## src/rtl/fetch_unit_pkg.sv

```systemverilog
// Pipe_Buf_Reg_PKG: shared front-end pipeline buffer types and constants
package Pipe_Buf_Reg_PKG;

    localparam int PIPE_PC_W  = 9;
    localparam int PIPE_INS_W = 32;
    localparam int INSN_BYTES = 4;

    typedef struct packed {
        logic [PIPE_PC_W-1:0]  pc;
        logic [PIPE_INS_W-1:0] instr;
    } fq_entry_t;

    typedef struct packed {
        logic      valid;
        fq_entry_t ent;
    } if_id_buf_t;

endpackage

```

## src/rtl/fetch_unit_fifo.sv

```systemverilog
// fetch_fifo: circular fetch queue with synchronous clear; pop on empty is ignored
module fetch_fifo #(
    parameter int W     = 41,
    parameter int DEPTH = 4
) (
    input  logic                         clk,
    input  logic                         rst,
    input  logic                         clear,
    input  logic                         push,
    input  logic [W-1:0]                 push_data,
    input  logic                         pop,
    output logic [W-1:0]                 head,
    output logic [$clog2(DEPTH+1)-1:0]   count
);

    localparam int AW = $clog2(DEPTH);
    localparam int CW = $clog2(DEPTH+1);

    logic [W-1:0]  mem [DEPTH];
    logic [AW-1:0] rd_ptr;
    logic [AW-1:0] wr_ptr;
    logic          do_push;
    logic          do_pop;

    assign do_pop  = pop && (count != '0);
    assign do_push = push && (count != CW'(DEPTH));
    assign head    = mem[rd_ptr];

    // pointers and occupancy; clear wins over any push or pop in the same cycle
    always_ff @(posedge clk) begin
        if (rst || clear) begin
            rd_ptr <= '0;
            wr_ptr <= '0;
            count  <= '0;
        end else begin
            if (do_push) wr_ptr <= wr_ptr + AW'(1);
            if (do_pop) rd_ptr <= rd_ptr + AW'(1);
            count <= count + CW'(do_push) - CW'(do_pop);
        end
    end

    // entry storage; stale slots are never visible because count gates the head
    always_ff @(posedge clk) begin
        if (do_push) mem[wr_ptr] <= push_data;
    end

endmodule

```

## src/rtl/fetch_unit.sv

```systemverilog
// fetch_unit: credit-based instruction fetch with redirect flush and sticky halt
module fetch_unit
    import Pipe_Buf_Reg_PKG::*;
#(
    parameter int              PC_W     = 9,
    parameter int              INS_W    = 32,
    parameter int              FQ_DEPTH = 4,
    parameter logic [PC_W-1:0] RESET_PC = '0
) (
    input  logic                            clk,
    input  logic                            reset,
    input  logic                            redirect,
    input  logic [PC_W-1:0]                 redirect_pc,
    input  logic                            halt,
    output logic                            imem_req,
    output logic [PC_W-1:0]                 imem_addr,
    input  logic [INS_W-1:0]                imem_rdata,
    output logic                            out_valid,
    output logic [PC_W-1:0]                 out_pc,
    output logic [INS_W-1:0]                out_instr,
    input  logic                            out_ready,
    output logic                            halted,
    output logic [$clog2(FQ_DEPTH+1)-1:0]   fq_count
);

    typedef struct packed {
        logic [PC_W-1:0]  pc;
        logic [INS_W-1:0] instr;
    } entry_t;

    logic [PC_W-1:0] fetch_pc;
    logic [PC_W-1:0] inflight_pc;
    logic            inflight;
    logic            credit;
    logic            push;
    logic            pop;
    entry_t          head;

    // a slot is reserved for the outstanding response so a push never meets a full queue
    assign credit    = (int'(fq_count) + int'(inflight)) < FQ_DEPTH;
    assign imem_req  = !reset && !halted && !redirect && credit;
    assign imem_addr = fetch_pc;
    assign out_valid = !reset && !redirect && (fq_count != '0);
    assign pop       = out_valid && out_ready;
    assign push      = inflight && !redirect;
    assign out_pc    = head.pc;
    assign out_instr = head.instr;

    // fetch address, outstanding-request flag and sticky halt; reset beats redirect beats normal flow
    always_ff @(posedge clk) begin
        if (reset) begin
            fetch_pc <= RESET_PC;
            inflight <= 1'b0;
            halted   <= 1'b0;
        end else if (redirect) begin
            fetch_pc <= redirect_pc;
            inflight <= 1'b0;
        end else begin
            if (imem_req) fetch_pc <= fetch_pc + PC_W'(INSN_BYTES);
            if (halt) halted <= 1'b1;
            inflight <= imem_req;
        end
        inflight_pc <= fetch_pc;
    end

    fetch_fifo #(
        .W     ($bits(entry_t)),
        .DEPTH (FQ_DEPTH)
    ) u_fifo (
        .clk       (clk),
        .rst       (reset),
        .clear     (redirect),
        .push      (push),
        .push_data ({inflight_pc, imem_rdata}),
        .pop       (pop),
        .head      (head),
        .count     (fq_count)
    );

endmodule

```

## config.mk

```make
export PLATFORM = sky130hd
export DESIGN_NAME = fetch_unit
export DESIGN_NICKNAME = d
export VERILOG_FILES = /design/src/rtl/fetch_unit_pkg.sv /design/src/rtl/fetch_unit_fifo.sv /design/src/rtl/fetch_unit.sv
export SDC_FILE = /design/constraint.sdc
export NUM_CORES = 1
export LEC_CHECK = 0
export ABC_AREA = 0
export BUFFER_PORTS_ARGS = -buffer_cell sky130_fd_sc_hd__buf_2
export CORE_MARGIN = 2
export CORE_UTILIZATION = 29
export DETAILED_ROUTE_END_ITERATION = 16
export PLACE_DENSITY = 0.52
export SLEW_MARGIN = 25
export SYNTH_ARGS = -nofsm -noshare
export SYNTH_HDL_FRONTEND = slang
export SYNTH_SLANG_ARGS = --single-unit
```

## constraint.sdc

```tcl
create_clock -name clk -period 2.28 [get_ports clk]
set_input_delay 0.342 -clock clk [delete_from_list [all_inputs] [get_ports clk]]
set_output_delay 0.342 -clock clk [all_outputs]
set_load 0.1 [all_outputs]
```

==> results.cfg <==
[run_status]
status = complete, no violations

[yosys]
synth_edf_count = 164
async_flop_share_pct = 0
syn_nets = 389
synth_area_per_cell_um2 = 21.3
yosys-top-cells-area = edfxtp_1 (69%), mux4_2 (13%), dfxtp_1 (8.2%), ha_1 (1.4%), nor2_1 (0.79%)
ys_seq_elements = 193
syn_area_um2 = 7100
synthFlopType = edfxtp_1
synth.most_common_cell = edfxtp_1
synth_cells = 334
yosys-top-cells-count = edfxtp_1 (164), mux4_2 (41), dfxtp_1 (29)
yosys.area.top_type = edfxtp_1
yosysUniqueCellTypes = 41
yosys.area.top_type_share_pct = 69.3
ys.warnings.count = 0
ys_seq_area_share_pct = 77.5

[worst_setup_path]
slowest_delay_ns = 0.52
critPathKind = reg -> out
cp-end-kind = output pin
arrival_ns = 1.85
cpLargestDelayFamily = multiplexers
worstReg2RegStart = u_fifo.count[2]
crit_buf_inv = 2
cp_cell_sequence = buf_12 > mux4_2 > clkbuf_4
crit_required_ns = 1.94
startpoint_type = register
path_max_fanout = 21
worst_path_max_delay_cell = mux4_2

[power_and_ir_drop]
leakage_nw = 3.04
p_per_area_nw_per_um2 = 814
peakVddDrop_mv = 0.424
power.total_mw = 7.28

[timing]
rsz0062_at_grt = no
tightest_slew_ns = 0.490
max_freq_mhz = 455
setup_viol = 0
skew_ns = 0.0171
max_slew_margin_pct = 67.6
final_hold_viol_count = 0
post-route-min-period_ns = 2.20
fin_setup_tns_ns = 0
slew_viol_final = 0
min_period_over_period_pct = 96.3

[global_routing]
antenna_found_initial = 1
grt_pass1_wl_mm = 21.0
grt_max_degree = 42
grt_pass1_vias = 3789
grt_usage_pct = 11.0
gr-total-overflow = 0

[detailed_routing]
drt-wirelength-per-cell_um = 17.1
vias_per_cell = 4.36
drcViolationCount = 0
drt_wl_total_mm = 13.5
dr.pass1.iters = 5
drtAntennaViolNets = 0
drt_first_iter_violations = 178
num_vias = 3448

[clocking]
clockBufferDepth = 2
cts_tree = yes
cts-root-buf = clkbuf_16
cts.sinks = 193
cts.clk_slew.worst_paths_ns = 0.08
post-cts-setup-buffers = 0
clkLatencyLatePin_ns = 0.43
cts_buffers = 17
cts_htree_levels = 4

[place]
io_buffers = 101
gp_congestion = 0.739
dp_hpwl_mm = 8.27

[floorplan]
start_util_pct = 29.4
dieArea_um2 = 25800
dieHeight_um = 161
dieWidth_um = 161
core-area_um2 = 24200
pin_count = 102
rows = 57

[final_layout]
layout-drive-gt1-share_pct = 43.6
diodes = 0
nets = 508
area_delta_synth_final_pct = 25.9

[worst_hold_path]
min_path_type = in -> reg
hold_start = imem_rdata[3]

[job]
drv_cap = 0
-- sequential cells by signal (all words and copies together), names as in the netlist, named ones only --
register,cells
u_fifo.mem,164
u_fifo.count,3
u_fifo.rd_ptr,2
halted,1
imem_addr,9
inflight_pc,9
inflight,1
u_fifo.wr_ptr,2
-- worst register-to-register path, stage by stage (launching register included) --
cell and delay, ns:
dfxtp_4 0.37, or3_4 0.40, and3_4 0.18, ha_1 0.27
inv_1 0.06, ha_1 0.14, inv_1 0.05, fa_1 0.37
xnor2_1 0.14, nor2_1 0.05
-- cells by family (layout without fill, tap and decap cells) --
kind of cell    Yosys count  after routing  share of synthesized area, %
flops                   193            193                          77.5
simple gates             45             45                          3.54
mux                      44             44                          13.4
buf+inv                  22            154                          1.36
compound gates           14             14                          1.64
fa+ha+maj                 9              9                          1.69
xor+xnor                  7              7                         0.863
-- per-layer routing --
layer	vias to the layer above	track usage (%)	share of wire, %
li1	1593	-	-
met1	1765	13.0	43
met2	79	18.8	51
met3	11	3.72	4.5
met4	0	3.69	1.3
met5	-	0	0
-- final timing paths --
kind	to	slack (ns)	cells past startpoint
min reg2reg	inflight_pc[1]	0.37	0
max reg2reg	u_fifo.count[2]	0.14	9
min	u_fifo.mem[2][3]	0.13	1
max	out_instr[19]	0.08	3
-- area by class of cell --
type / count / area, um^2
Tap cell: 324 / 405
Inverter: 8 / 30.0
Clock inverter: 15 / 159
Multi-Input combinational cell: 119 / 1520
Fill cell: 2263 / 15200
Clock buffer: 17 / 425
Timing Repair Buffer: 114 / 888
Sequential cell: 193 / 5520
-- stage by stage --
| step | instances | util [%] | hold slack [ns] | instance area (um^2) | setup WS, ns |
|---|---|---|---|---|---|
| 2_1_floorplan | 334 | - | 0.438 | 7120 | 0.0756 |
| 3_3_place_gp | 758 | 34.2 | 0.368 | 8280 | 0.168 |
| 3_5_place_dp | 758 | 34.2 | 0.367 | 8280 | 0.106 |
| 4_1_cts | 790 | 36.7 | 0.100 | 8860 | 0.000269 |
| 5_1_grt | 790 | 37.0 | 0.106 | 8950 | 0.0000711 |
| 6_report | 790 | 37.0 | 0.130 | 8950 | 0.0843 |
-- power breakdown --
part | switching [mW] | total (mW) | internal [mW] | leakage (nW)
Sequential | 0.0376 | 3.91 | 3.88 | 1.72
Combinational | 0.372 | 0.502 | 0.130 | 1.03
Clock | 1.40 | 2.87 | 1.47 | 0.290
-- layout by cell type, fill, tap and decap left out, drive strengths merged, types with 2 or more instances in the layout --
cell type | Yosys | routed
edfxtp | 164 | 164
buf | 11 | 106
mux4 | 41 | 41
dfxtp | 29 | 29
clkbuf | 3 | 25
inv | 7 | 17
nor2 | 15 | 15
ha | 8 | 8
and2 | 8 | 8
clkinv | 1 | 6
nand3 | 4 | 4
xor2 | 4 | 4
a211oi | 4 | 4
xnor2 | 3 | 3
mux2i | 3 | 3
and3 | 3 | 3
nor3 | 3 | 3
nor3b | 2 | 2
a311oi | 2 | 2
or3 | 2 | 2
-- timing repair --
action,4_1_cts,5_1_grt
gates resized for setup,1,55
pin swaps,0,1
endpoints found under the hold margin,0,0
hold buffers,0,0
setup endpoints to repair,1,32
(Power assumes the default switching activity.)
